==> src/rtl/vga_timing_if.sv <==
// Raster bus between the VGA timing generator and its pixel-pipeline consumers.
// With VGA_LINE_IRQ_EN defined the bus also carries line_cmp / line_irq.
interface vga_timing_if #(
  parameter int CX = 10,
  parameter int CY = 10
);
  logic          en;
  logic [CX-1:0] h_count;
  logic [CY-1:0] v_count;
  logic          hsync;
  logic          vsync;
  logic          active;
  logic          line_start;
  logic          frame_start;
`ifdef VGA_LINE_IRQ_EN
  logic [CY-1:0] line_cmp;
  logic          line_irq;

  modport master (
    input  en, line_cmp,
    output h_count, v_count, hsync, vsync, active, line_start, frame_start, line_irq
  );

  modport slave (
    output en, line_cmp,
    input  h_count, v_count, hsync, vsync, active, line_start, frame_start, line_irq
  );
`else
  modport master (
    input  en,
    output h_count, v_count, hsync, vsync, active, line_start, frame_start
  );

  modport slave (
    output en,
    input  h_count, v_count, hsync, vsync, active, line_start, frame_start
  );
`endif
endinterface

==> src/rtl/vga_timing.sv <==
// Parametrised VGA raster timing generator; counters and all flags share one register stage.
// Optional feature: define VGA_LINE_IRQ_EN to add the line-compare interrupt (line_cmp / line_irq).
module vga_timing #(
  parameter int H_ACTIVE = 640,
  parameter int H_FP     = 16,
  parameter int H_SYNC   = 96,
  parameter int H_BP     = 48,
  parameter int V_ACTIVE = 480,
  parameter int V_FP     = 10,
  parameter int V_SYNC   = 2,
  parameter int V_BP     = 33,
  parameter bit HS_POL   = 1'b0,
  parameter bit VS_POL   = 1'b0,
  parameter int CX       = 10,
  parameter int CY       = 10
) (
  input logic          clk,
  input logic          rst,
  vga_timing_if.master vif
);

  localparam int H_TOTAL = H_ACTIVE + H_FP + H_SYNC + H_BP;
  localparam int V_TOTAL = V_ACTIVE + V_FP + V_SYNC + V_BP;

  localparam logic [CX-1:0] H_LAST   = CX'(H_TOTAL - 1);
  localparam logic [CX-1:0] H_VIS    = CX'(H_ACTIVE);
  localparam logic [CX-1:0] HS_FIRST = CX'(H_ACTIVE + H_FP);
  localparam logic [CX-1:0] HS_LAST  = CX'(H_ACTIVE + H_FP + H_SYNC - 1);
  localparam logic [CY-1:0] V_LAST   = CY'(V_TOTAL - 1);
  localparam logic [CY-1:0] V_VIS    = CY'(V_ACTIVE);
  localparam logic [CY-1:0] VS_FIRST = CY'(V_ACTIVE + V_FP);
  localparam logic [CY-1:0] VS_LAST  = CY'(V_ACTIVE + V_FP + V_SYNC - 1);

  // A mode that does not fit the counter widths would silently alias lines/columns.
  if (longint'(H_TOTAL) > (longint'(1) << CX)) begin : g_cx_too_small
    $error("vga_timing: H_TOTAL does not fit in CX bits");
  end
  if (longint'(V_TOTAL) > (longint'(1) << CY)) begin : g_cy_too_small
    $error("vga_timing: V_TOTAL does not fit in CY bits");
  end

  function automatic logic hs_level(input logic [CX-1:0] h);
    return ((h >= HS_FIRST) && (h <= HS_LAST)) ? HS_POL : ~HS_POL;
  endfunction

  function automatic logic vs_level(input logic [CY-1:0] v);
    return ((v >= VS_FIRST) && (v <= VS_LAST)) ? VS_POL : ~VS_POL;
  endfunction

  function automatic logic is_active(input logic [CX-1:0] h, input logic [CY-1:0] v);
    return (h < H_VIS) && (v < V_VIS);
  endfunction

  logic          h_wrap;
  logic [CX-1:0] h_nxt;
  logic [CY-1:0] v_nxt;

  // NOTE: every always_comb output gets a default first so no path leaves it unassigned (no latch).
  always_comb begin
    h_wrap = (vif.h_count == H_LAST);
    h_nxt  = h_wrap ? '0 : vif.h_count + CX'(1);
    v_nxt  = vif.v_count;
    if (h_wrap) begin
      v_nxt = (vif.v_count == V_LAST) ? '0 : vif.v_count + CY'(1);
    end
  end

  // Flags are decoded from the next counts so they land in the same cycle as the counters.
  // NOTE: sequential state uses non-blocking assignments so all flops update from pre-edge values.
  always_ff @(posedge clk or posedge rst) begin
    if (rst) begin
      vif.h_count     <= '0;
      vif.v_count     <= '0;
      vif.hsync       <= hs_level('0);
      vif.vsync       <= vs_level('0);
      vif.active      <= is_active('0, '0);
      vif.line_start  <= 1'b1;
      vif.frame_start <= 1'b1;
    end else if (vif.en) begin
      vif.h_count     <= h_nxt;
      vif.v_count     <= v_nxt;
      vif.hsync       <= hs_level(h_nxt);
      vif.vsync       <= vs_level(v_nxt);
      vif.active      <= is_active(h_nxt, v_nxt);
      vif.line_start  <= (h_nxt == '0);
      vif.frame_start <= (h_nxt == '0) && (v_nxt == '0);
    end
  end

`ifdef VGA_LINE_IRQ_EN
  // line_cmp is only looked at on the h wrap; values >= V_TOTAL never match v_nxt.
  always_ff @(posedge clk or posedge rst) begin
    if (rst) begin
      vif.line_irq <= 1'b0;
    end else if (vif.en) begin
      vif.line_irq <= h_wrap && (v_nxt == vif.line_cmp);
    end
  end
`endif

endmodule

==> src/flat_wrapper.sv <==
// flat-port wrapper written by rule: the top's interface ports become plain ports
module vga_timing_flat 
#(
  parameter int H_ACTIVE = 640,
  parameter int H_FP     = 16,
  parameter int H_SYNC   = 96,
  parameter int H_BP     = 48,
  parameter int V_ACTIVE = 480,
  parameter int V_FP     = 10,
  parameter int V_SYNC   = 2,
  parameter int V_BP     = 33,
  parameter bit HS_POL   = 1'b0,
  parameter bit VS_POL   = 1'b0,
  parameter int CX       = 10,
  parameter int CY       = 10
)
  (clk, rst, vif_en, vif_h_count, vif_v_count, vif_hsync, vif_vsync, vif_active, vif_line_start, vif_frame_start);
  vga_timing_if #(.CX(CX), .CY(CY)) vif_i ();
  input logic clk;
  input logic rst;
  input wire logic [$bits(vif_i.en)-1:0] vif_en;
  output wire logic [$bits(vif_i.h_count)-1:0] vif_h_count;
  output wire logic [$bits(vif_i.v_count)-1:0] vif_v_count;
  output wire logic [$bits(vif_i.hsync)-1:0] vif_hsync;
  output wire logic [$bits(vif_i.vsync)-1:0] vif_vsync;
  output wire logic [$bits(vif_i.active)-1:0] vif_active;
  output wire logic [$bits(vif_i.line_start)-1:0] vif_line_start;
  output wire logic [$bits(vif_i.frame_start)-1:0] vif_frame_start;
  assign vif_i.en = vif_en;
  assign vif_h_count = vif_i.h_count;
  assign vif_v_count = vif_i.v_count;
  assign vif_hsync = vif_i.hsync;
  assign vif_vsync = vif_i.vsync;
  assign vif_active = vif_i.active;
  assign vif_line_start = vif_i.line_start;
  assign vif_frame_start = vif_i.frame_start;
  vga_timing #(.H_ACTIVE(H_ACTIVE), .H_FP(H_FP), .H_SYNC(H_SYNC), .H_BP(H_BP), .V_ACTIVE(V_ACTIVE), .V_FP(V_FP), .V_SYNC(V_SYNC), .V_BP(V_BP), .HS_POL(HS_POL), .VS_POL(VS_POL), .CX(CX), .CY(CY)) u_core (.clk(clk), .rst(rst), .vif(vif_i));
endmodule
==> config.mk <==
export PLATFORM = sky130hd
export DESIGN_NAME = vga_timing_flat
export DESIGN_NICKNAME = d
export VERILOG_FILES = /design/src/rtl/vga_timing_if.sv /design/src/rtl/vga_timing.sv /design/src/flat_wrapper.sv
export SDC_FILE = /design/constraint.sdc
export NUM_CORES = 1
export LEC_CHECK = 0
export CAP_MARGIN = 0
export CORE_ASPECT_RATIO = 1.75
export CORE_MARGIN = 4
export CORE_UTILIZATION = 58
export DETAILED_ROUTE_END_ITERATION = 10
export GPL_TIMING_DRIVEN = 1
export PLACE_DENSITY_LB_ADDON = 0.08
export SYNTH_ARGS = -nofsm -noshare
export SYNTH_HDL_FRONTEND = slang
export SYNTH_SLANG_ARGS = --single-unit
==> constraint.sdc <==
create_clock -name clk -period 4.43 [get_ports clk]
set_input_delay 0.443 -clock clk [delete_from_list [all_inputs] [get_ports clk]]
set_output_delay 0.443 -clock clk [all_outputs]
set_load 0.02 [all_outputs]
==> impl_metrics.py <==
metrics = {
    "worst_setup_path": {
        "cpMaxStageDelayCell": "or4_1",
        "crit_cells": 7,
        "r2r-start": "u_core.vif.h_count[1]",
        "r2r_cells": 7,
        "max_stage_delay_ns": 0.73,
        "worstPathArrival_ns": 2.88,
        "r2r_slack_ns": 1.72,
        "crit_end": "u_core.vif.vsync",
        "cp-start-kind": "flop",
        "path_delay_family": "simple AND/OR/NAND/NOR gates",
        "required_ns": 4.60,
        "worstSetupPathType": "flop to flop",
        "path_buf_inv": 0,
        "r2r_end": "u_core.vif.vsync",
        "path_cells": "ha_1 > nand4_2 > or4_1 > nor3_1 > o2111ai_1 > a211oi_1 > a31oi_1",
        "critPathLaunch": "u_core.vif.h_count[1]",
        "critPathCaptureType": "flop",
        "cp_max_fo": 9,
    },
    "detailed_routing": {
        "viasPerCell": 6.590,
        "wl_um": 4381,
        "ant_nets": 0,
        "via_count": 1641,
        "wire_per_inst_um": 17.59,
        "dr.pass1.iters": 4,
        "drc": 0,
        "dr.first_iter.drc_count": 65,
    },
    "synthesis": {
        "synthTopCellsByArea": "dfrtp_1 28%, dfstp_2 7.4%, xnor2_1 5.4%, nand2_1 4.2%, nand3_1 4.2%",
        "synth_area_leader_cell": "dfrtp_1",
        "yosys_warnings": 0,
        "synth_cells": 209,
        "synth-seq-cells": 25,
        "yosysTopAreaCellShare_pct": 28.03,
        "syn_area_per_cell_um2": 8.543,
        "ys_async_sr_fraction_pct": 100.0,
        "syn_area_um2": 1785,
        "ys.flop_type": "dfrtp_1",
        "yosysSeqAreaShare_pct": 35.39,
        "synth_edf_count": 0,
        "synth_nets": 216,
        "synth_cell_types": 53,
    },
    "placement": {
        "placed_area_um2": 2004,
        "hpwl_um": 3164,
        "gp_congestion": 0.9186,
        "io_buffers": 27,
    },
    "cts": {
        "clockRootBuffer": "clkbuf_8",
        "cts_hold_buffers": 0,
        "clk-insertion-delay-late_ns": 0.27,
        "postCtsSetupBuffers": 0,
        "path_clk_slew_ns": 0.09,
        "numClockSinks": 25,
        "cts_tree": "done",
        "numCtsBuffers": 3,
        "cts-resized-gates": 0,
        "h-tree-depth": 1,
        "cts_buffer_depth": 2,
    },
    "status": {
        "status": "complete, no violations",
    },
    "timing": {
        "fmax_mhz": 368.4,
        "hold_viol_final": 0,
        "post-route-min-period_ns": 2.715,
        "max_slew_margin_pct": 35.54,
        "setup_tns_ns": 0,
        "setup_viol": 0,
        "rsz0062_at_grt": "false",
        "finalCritPeriodShare_pct": 61.28,
        "skew_ns": 0.002316,
        "worst_pin_slew_ns": 0.9659,
        "slew_viol_final": 0,
    },
    "floorplan": {
        "core-area_um2": 2928,
        "ios": 28,
        "dieArea_um2": 4065,
        "die_height_um": 81.40,
        "rows": 26,
        "start_util_pct": 60.98,
        "fp.dieW_um": 49.94,
    },
    "power": {
        "powerDensity_nw_per_um2": 400.9,
        "p_leak_nw": 0.7942,
        "power_frac_seq_pct": 45.0,
        "p_sw_w": 0.0003373,
        "vdd_ir_drop_max_v": 0.0003806,
        "power.share.switching_pct": 41.04,
        "p_int_w": 0.0004845,
        "power_frac_comb_pct": 38.1,
        "power_frac_clock_pct": 16.9,
    },
    "global_routing": {
        "grt_pass1_wl_um": 7458,
        "grt_use_total_pct": 23.77,
        "grt_pass1_vias": 1647,
        "gr-total-overflow": 0,
        "antenna_found_initial": 0,
        "grt_max_degree": 26,
    },
    "run": {
        "maxCapViolCount": 0,
    },
    "layout": {
        "layout-drive-gt1-share_pct": 8.145,
        "syn2layout_area_growth_pct": 14.79,
        "n_fill_cell": 258,
        "design_area_um2": 2049,
        "nets": 229,
        "num_antenna_cells": 0,
    },
    "min_path": {
        "hp-class": "flop to flop",
    },
}
-- cells in the final DEF, fill, tap and decap left out, drive strengths merged, types with 3 or more instances in the layout --
cell type	n
ha	4
xor2	8
nor4	8
nand2	20
nor3	7
clkdlybuf4s50	27
dfstp	5
o31ai	4
dfrtp	20
nand4	8
a21oi	8
nor2	10
o21ai	11
inv	8
xnor2	11
a21o	3
clkbuf	4
nand3	15
-- state kept, by name (all words and copies together), names as in the netlist --
name	flops
u_core.vif.active	1
u_core.vif.frame_start	1
u_core.vif.h_count	10
u_core.vif.hsync	1
u_core.vif.line_start	1
u_core.vif.v_count	10
u_core.vif.vsync	1
-- worst min-delay path by stage --
stage | start | to | slack (ns) | depth (start not counted)
2_1_floorplan | rst | u_core.vif.h_count[0] | 0.47 | 1
3_3_place_gp | u_core.vif.line_start | u_core.vif.line_start | 0.46 | 2
3_5_place_dp | u_core.vif.line_start | u_core.vif.line_start | 0.48 | 2
4_1_cts | u_core.vif.line_start | u_core.vif.line_start | 0.49 | 2
5_1_grt | u_core.vif.line_start | u_core.vif.line_start | 0.51 | 2
6_report | u_core.vif.line_start | u_core.vif.line_start | 0.48 | 2
-- layout make-up --
cell class                      count  area [um^2]  share of cell area [%]
Inverter                            8        30.03                   1.465
Sequential cell                    25        631.9                   30.83
Clock buffer                        4        45.04                   2.198
Timing Repair Buffer               27        270.3                   13.19
Multi-Input combinational cell    157         1037                   50.61
Tap cell                           28        35.03                   1.709
-- per-layer routing --
layer  GRT usage [%]  wire (um)  vias up
li1                -          -      777
met1           23.84       1725      804
met2           43.63       2350       45
met3           3.119        126       15
met4           18.01        178        0
met5               0          0        -
-- power by group through the flow --
stage	Clock (W)	Combinational [W]	Sequential (W)
2_1_floorplan	0	0.000217	0.000355
5_1_grt	0.000151	0.000343	0.000382
6_report	0.000139	0.000313	0.000370
4_1_cts	0.000143	0.000315	0.000366
3_5_place_dp	0	0.000312	0.000370
3_3_place_gp	0	0.000307	0.000365
-- Yosys cell counts, types with 3 or more instances --
master    instances
a21o_1            3
a21oi_1           7
buf_2             6
clkbuf_1         10
dfrtp_1          20
dfstp_2           5
ha_1              4
inv_1             8
nand2_1          20
nand3_1          15
nand4_1           7
nor2_1           10
nor3_1            7
nor4_1            7
o21ai_0          10
o31ai_1           4
xnor2_1          11
xor2_1            8
-- stage by stage --
stage	hold WS (ns)	total power (W)	worst slack (ns)	instances	utilization, %
2_1_floorplan	0.4666	0.0005717	2.009	209	-
3_3_place_gp	0.4637	0.0006726	1.764	245	68.46
3_5_place_dp	0.4763	0.0006814	1.743	245	68.46
4_1_cts	0.4899	0.0008244	1.720	249	70.00
5_1_grt	0.5070	0.0008766	1.501	249	70.00
6_report	0.4843	0.0008217	1.715	249	70.00
-- tightest hold or removal path, stage by stage, from the launching register on --
cell	delay [ns]
dfstp_2	0.38
inv_1	0.04
o21ai_0	0.06
-- logic make-up (layout without fill, tap and decap cells) --
kind of cell | Yosys count | after routing | share of synthesized area (%)
adders and majority gates | 4 | 4 | 2.803
buffers and inverters | 27 | 39 | 6.518
DFF | 25 | 25 | 35.39
muxes | 3 | 3 | 1.752
AOI/OAI and AO/OA | 44 | 44 | 17.24
and+or+nand+nor | 87 | 87 | 26.98
xor gates and xnor gates | 19 | 19 | 9.320
Note: power is estimated with default switching activity, not from simulation.
